<file path="src/rtl/slice_serial_adder_if.sv">
// Handshake and operand/result bus for slice_serial_adder.
// master drives requests (start/sub/a/b/cin); slave is the adder itself.
interface slice_serial_adder_if #(
    parameter int WIDTH = 16
);
    logic             start;
    logic             sub;
    logic [WIDTH-1:0] a;
    logic [WIDTH-1:0] b;
    logic             cin;
    logic             busy;
    logic             done;
    logic [WIDTH-1:0] sum;
    logic             cout;
    logic             ovf;

    modport master (
        output start, sub, a, b, cin,
        input  busy, done, sum, cout, ovf
    );

    modport slave (
        input  start, sub, a, b, cin,
        output busy, done, sum, cout, ovf
    );
endinterface

</file>
<file path="src/rtl/slice_serial_adder.sv">
// slice_serial_adder: multi-cycle add/sub, SLICE bits per clock through a
// registered carry. IDLE -> RUN (NSLICE cycles) -> DONE (one-cycle pulse).
// A start in DONE begins the next operation with no bubble.
// Optional macro SLICE_ADDER_SAT_EN: saturate sum on signed overflow.
module slice_serial_adder #(
    parameter int WIDTH = 16,
    parameter int SLICE = 4
) (
    input logic                 clk,
    input logic                 rst_n,
    slice_serial_adder_if.slave bus
);
    localparam int NSLICE = WIDTH / SLICE;
    localparam int KW     = (NSLICE > 1) ? $clog2(NSLICE) : 1;
    localparam logic [KW-1:0] KLAST = KW'(NSLICE - 1);

    typedef enum logic [1:0] {S_IDLE, S_RUN, S_DONE} state_t;

    state_t           state_q, state_d;
    logic [WIDTH-1:0] a_q, a_d;        // operand A, shifted right a slice per cycle
    logic [WIDTH-1:0] b_q, b_d;        // operand B' (B or ~B), shifted likewise
    logic [WIDTH-1:0] res_q, res_d;    // partial result, filled from the top
    logic [WIDTH-1:0] sum_q, sum_d;
    logic             carry_q, carry_d;
    logic             a_msb_q, a_msb_d; // sign bits kept for the overflow test,
    logic             b_msb_q, b_msb_d; // since the operand regs get shifted away
    logic             cout_q, cout_d;
    logic             ovf_q, ovf_d;
    logic [KW-1:0]    k_q, k_d;

    logic             accept;
    logic             last;
    logic [SLICE:0]   slice_sum;
    logic [WIDTH-1:0] res_next;
    logic             raw_ovf;
    logic [WIDTH-1:0] b_in;

    // start is honoured whenever no operation is in flight (IDLE or DONE)
    assign accept = bus.start && (state_q != S_RUN);
    assign last   = (k_q == KLAST);
    assign b_in   = bus.sub ? ~bus.b : bus.b;

    // one slice of the add plus the result-register shift-in
    always_comb begin
        slice_sum = {1'b0, a_q[SLICE-1:0]} + {1'b0, b_q[SLICE-1:0]}
                  + {{SLICE{1'b0}}, carry_q};
        // shift form keeps this legal when NSLICE == 1
        res_next  = (res_q >> SLICE)
                  | (WIDTH'(slice_sum[SLICE-1:0]) << (WIDTH - SLICE));
        raw_ovf   = (a_msb_q == b_msb_q) && (res_next[WIDTH-1] != a_msb_q);
    end

    // state register
    always_ff @(posedge clk or negedge rst_n) begin
        if (!rst_n) state_q <= S_IDLE;
        else        state_q <= state_d;
    end

    // next-state logic
    always_comb begin
        state_d = state_q;
        case (state_q)
            S_IDLE:  if (bus.start) state_d = S_RUN;
            S_RUN:   if (last) state_d = S_DONE;
            S_DONE:  state_d = bus.start ? S_RUN : S_IDLE;
            default: state_d = S_IDLE;
        endcase
    end

    // outputs decoded from state and result registers
    always_comb begin
        bus.busy = (state_q == S_RUN);
        bus.done = (state_q == S_DONE);
        bus.sum  = sum_q;
        bus.cout = cout_q;
        bus.ovf  = ovf_q;
    end

    // datapath next-state: capture on accept, slice-step in RUN, publish on last slice
    always_comb begin
        a_d     = a_q;
        b_d     = b_q;
        res_d   = res_q;
        sum_d   = sum_q;
        carry_d = carry_q;
        a_msb_d = a_msb_q;
        b_msb_d = b_msb_q;
        cout_d  = cout_q;
        ovf_d   = ovf_q;
        k_d     = k_q;
        if (accept) begin
            a_d     = bus.a;
            b_d     = b_in;
            carry_d = bus.sub ? 1'b1 : bus.cin;
            a_msb_d = bus.a[WIDTH-1];
            b_msb_d = b_in[WIDTH-1];
            res_d   = '0;
            k_d     = '0;
        end else if (state_q == S_RUN) begin
            a_d     = a_q >> SLICE;
            b_d     = b_q >> SLICE;
            carry_d = slice_sum[SLICE];
            res_d   = res_next;
            k_d     = k_q + KW'(1);
            if (last) begin
                cout_d = slice_sum[SLICE];
                ovf_d  = raw_ovf;
`ifdef SLICE_ADDER_SAT_EN
                if (raw_ovf)
                    sum_d = a_msb_q ? {1'b1, {(WIDTH-1){1'b0}}}
                                    : {1'b0, {(WIDTH-1){1'b1}}};
                else
                    sum_d = res_next;
`else
                sum_d = res_next;
`endif
            end
        end
    end

    // datapath registers; reset aborts any operation in flight
    always_ff @(posedge clk or negedge rst_n) begin
        if (!rst_n) begin
            a_q     <= '0;
            b_q     <= '0;
            res_q   <= '0;
            sum_q   <= '0;
            carry_q <= 1'b0;
            a_msb_q <= 1'b0;
            b_msb_q <= 1'b0;
            cout_q  <= 1'b0;
            ovf_q   <= 1'b0;
            k_q     <= '0;
        end else begin
            a_q     <= a_d;
            b_q     <= b_d;
            res_q   <= res_d;
            sum_q   <= sum_d;
            carry_q <= carry_d;
            a_msb_q <= a_msb_d;
            b_msb_q <= b_msb_d;
            cout_q  <= cout_d;
            ovf_q   <= ovf_d;
            k_q     <= k_d;
        end
    end
endmodule

</file>
<file path="src/flat_wrapper.sv">
// flat-port wrapper written by rule: the top's interface ports become plain ports
module slice_serial_adder_flat 
#(
    parameter int WIDTH = 16,
    parameter int SLICE = 4
)
  (clk, rst_n, bus_start, bus_sub, bus_a, bus_b, bus_cin, bus_busy, bus_done, bus_sum, bus_cout, bus_ovf);
  slice_serial_adder_if #(.WIDTH(WIDTH)) bus_i ();
  input logic clk;
  input logic rst_n;
  input wire logic [$bits(bus_i.start)-1:0] bus_start;
  input wire logic [$bits(bus_i.sub)-1:0] bus_sub;
  input wire logic [$bits(bus_i.a)-1:0] bus_a;
  input wire logic [$bits(bus_i.b)-1:0] bus_b;
  input wire logic [$bits(bus_i.cin)-1:0] bus_cin;
  output wire logic [$bits(bus_i.busy)-1:0] bus_busy;
  output wire logic [$bits(bus_i.done)-1:0] bus_done;
  output wire logic [$bits(bus_i.sum)-1:0] bus_sum;
  output wire logic [$bits(bus_i.cout)-1:0] bus_cout;
  output wire logic [$bits(bus_i.ovf)-1:0] bus_ovf;
  assign bus_i.start = bus_start;
  assign bus_i.sub = bus_sub;
  assign bus_i.a = bus_a;
  assign bus_i.b = bus_b;
  assign bus_i.cin = bus_cin;
  assign bus_busy = bus_i.busy;
  assign bus_done = bus_i.done;
  assign bus_sum = bus_i.sum;
  assign bus_cout = bus_i.cout;
  assign bus_ovf = bus_i.ovf;
  slice_serial_adder #(.WIDTH(WIDTH), .SLICE(SLICE)) u_core (.clk(clk), .rst_n(rst_n), .bus(bus_i));
endmodule
</file>
<file path="config.mk">
export PLATFORM = sky130hd
export DESIGN_NAME = slice_serial_adder_flat
export DESIGN_NICKNAME = d
export VERILOG_FILES = /design/src/rtl/slice_serial_adder_if.sv /design/src/rtl/slice_serial_adder.sv /design/src/flat_wrapper.sv
export SDC_FILE = /design/constraint.sdc
export NUM_CORES = 1
export LEC_CHECK = 0
export ABC_AREA = 1
export BUFFER_PORTS_ARGS = -buffer_cell sky130_fd_sc_hd__buf_2
export CORE_ASPECT_RATIO = 0.8
export CORE_MARGIN = 1.5
export CORE_UTILIZATION = 45
export DETAILED_ROUTE_END_ITERATION = 7
export PLACE_DENSITY = 0.76
export SYNTH_ARGS = -nofsm -noshare
export SYNTH_HDL_FRONTEND = slang
export SYNTH_SLANG_ARGS = --single-unit
</file>
<file path="constraint.sdc">
create_clock -name clk -period 1.84 [get_ports clk]
set_clock_uncertainty 0.1 [all_clocks]
set_input_delay 0.092 -clock clk [delete_from_list [all_inputs] [get_ports clk]]
set_output_delay 0.092 -clock clk [all_outputs]
set_load 0.01 [all_outputs]
</file>
==> qor.csv <==
stage;metric;value;unit
final_layout;finalNetCount;448;
die;die_area;7350;um^2
grt;grt_pass1_wl;11.2;mm
sta;hold_violations;0;
die;fp.dieW;95.5;um
logic_synthesis;ys_top_cells_by_area;dfrtp_1 (56%), nand2_1 (8.9%), inv_1 (6.0%);
logic_synthesis;synth_nets;357;
detailed_routing;vias;2452;
die;rows;26;
final_layout;diodes;0;
setup_path;path_max_fanout;2;
logic_synthesis;netlist_instances;314;
grt;overflow;0;
final_layout;drive_above_1_share;23.2;%
detailed_routing;drt_wl_total;6.62;mm
min_path;holdPathStages;4;
setup_path;cp-end-kind;register;
detailed_routing;drc_errors;0;
die;start_util;47.3;%
power;power.leakage;1.98;nW
outcome;status;complete, no violations;
run;cap_violations;0;
grt;antenna_found_initial;0;
place;dp_hpwl;4.21;mm
clock_network;cts_tree;built;
sta;slew_viol_final;0;
logic_synthesis;netlist.area_leader.share;56.1;%
logic_synthesis;ys_seq_area_share;56.1;%
sta;timing.setup.tns;0;ns
grt;grt_usage;19.7;%
sta;setup_viol;0;
logic_synthesis;synth_top_area_cell;dfrtp_1;
place;gp_congestion;0.846;
setup_path;required;2.02;ns
detailed_routing;vias_per_cell;4.96;
logic_synthesis;synth-seq-cells;69;
clock_network;root_buffer;clkbuf_8;
die;die_y;77.0;um
sta;fin_crit;1.77;ns
detailed_routing;drt-wirelength-per-cell;13.4;um
detailed_routing;first_iter_violations;86;
logic_synthesis;synth_warnings;0;
setup_path;reg2regPathDepth;6;
final_layout;area_delta_synth_final;29.4;%
power;powerDensity;1580;nW/um^2
sta;slew_headroom;70.1;%
die;core-area;6510;um^2
place;port_buffers;56;
setup_path;worstSetupPathType;register to register;
setup_path;start_kind;register;
clock_network;cts.reportedPaths.clkPinSlew;0.07;ns
logic_synthesis;syn-cell-area;3080;um^2
sta;clock.fmax;566;MHz
clock_network;cts_sinks;69;
setup_path;arrival;1.94;ns
die;ios;57;
detailed_routing;dr.pass1.iters;4;
sta;worstMarginPinSlew;0.449;ns
clock_network;cts_buffers;9;
detailed_routing;ant_nets;0;
grt;grt_max_degree;70;
clock_network;clk_path_buf_depth;2;
power;ir_drop;0.709;mV
clock_network;cts_max_level;3;
min_path;hp-class;primary input to register;
logic_synthesis;synthDistinctLibCells;27;
clock_network;clk_latency;0.35;ns
logic_synthesis;postSynthAreaPerCell;9.81;um^2
final_layout;fin_util;61.2;%
grt;grt_pass1_vias;2499;
sta;period_share;96.0;%
[worst paths after layout]
check                                from           endpoint  slack (ns)
max in group asynchronous           rst_n      u_core.a_q[3]        1.15
min in group asynchronous           rst_n  u_core.bus.sum[0]        0.20
hold reg to reg            u_core.bus.ovf     u_core.bus.ovf        0.38
hold / removal                   bus_b[9]      u_core.b_q[9]       0.002
setup reg to reg            u_core.a_q[0]   u_core.res_q[14]        0.07
setup / recovery            u_core.a_q[0]   u_core.res_q[14]        0.07
[cell families (layout without fill, tap and decap cells)]
logic type	after synthesis	count (layout)	share of synthesized area [%]
AND/OR/NAND/NOR	90	90	11.9
flip-flops	69	69	56.1
AO/OA/AOI/OAI	67	67	14.8
XOR/XNOR	14	14	3.98
adder cells (fa/ha/maj)	6	6	2.93
buffers and inverters	68	164	10.3
[sequential cells by signal, indices dropped and copies added (netlist names), 2 cells and up]
name / flops
u_core.state_q: 2
u_core.res_q: 12
u_core.k_q: 2
u_core.b_q: 16
u_core.a_q: 16
u_core.bus.sum: 16
[synthesized netlist by cell type, drive strengths merged]
cell type	instances
nand3	7
dfrtp	69
a21oi	3
fa	2
o31ai	1
a22o	1
o21ai	24
nand2	77
xnor2	3
o22ai	12
clkbuf	2
xor2	11
o221ai	17
o211ai	6
o32ai	3
nor2	6
ha	4
buf	13
inv	53
[layer usage]
metal | track usage, % | wire length [um] | vias to the layer above
met3 | 5.56 | 304 | 12
met5 | 0 | 0 | -
met2 | 31.4 | 3140 | 60
met1 | 26.2 | 3080 | 1175
met4 | 5.59 | 89 | 0
li1 | - | - | 1205
[area by class of cell]
class | count | area, um^2
Clock buffer | 11 | 151
Clock inverter | 5 | 58.8
Fill cell | 567 | 2520
Inverter | 53 | 201
Multi-Input combinational cell | 177 | 1060
Sequential cell | 69 | 1730
Tap cell | 84 | 105
Timing Repair Buffer | 95 | 678
[through the flow]
stage          instances  total power, mW  area (um^2)  hold WS (ns)  setup WS (ns)
2_1_floorplan        314             4.18         3080        -0.304         0.0364
3_3_place_gp         445             4.73         3420        0.0415        -0.0232
3_5_place_dp         445             4.85         3420        0.0414        -0.0867
4_1_cts              493             6.21         3960       0.00232         0.0455
5_1_grt              494             6.74         3980        0.0163       -0.00509
6_report             494             6.28         3980       0.00163         0.0738
[what timing repair did]
item	4_1_cts	5_1_grt
buffers inserted	0	1
resized for setup	3	5
endpoints found under the setup margin	3	4
gates cloned	0	0
pin swaps	0	5
endpoints found under the hold margin	101	0
hold buffers	32	0
[critical path: stages, from the launching register on]
cell,delay [ns]
dfrtp_1,0.34
inv_2,0.05
fa_2,0.42
fa_2,0.45
xnor2_2,0.19
nand2_1,0.08
o21ai_1,0.07
[cell usage in the layout, fill, tap and decap left out, drive strengths merged, types with 2 or more instances in the layout]
cell         count
o21ai           24
xor2            11
dlygate4sd3     32
o221ai          17
o211ai           6
a21oi            3
clkinv           2
inv             53
nand3            7
nor2             6
o32ai            3
nand2           77
ha               4
dfrtp           69
xnor2            3
clkbuf          11
o22ai           12
clkinvlp         2
buf             63
fa               2
[report_power, final]
part	internal (mW)	leakage (nW)	total, mW	switching, mW
Sequential	2.15	0.890	2.41	0.266
Combinational	1.02	0.987	2.59	1.56
Clock	0.699	0.102	1.28	0.581
Total	3.87	1.98	6.28	2.41
Note: power is estimated with default switching activity, not from simulation.
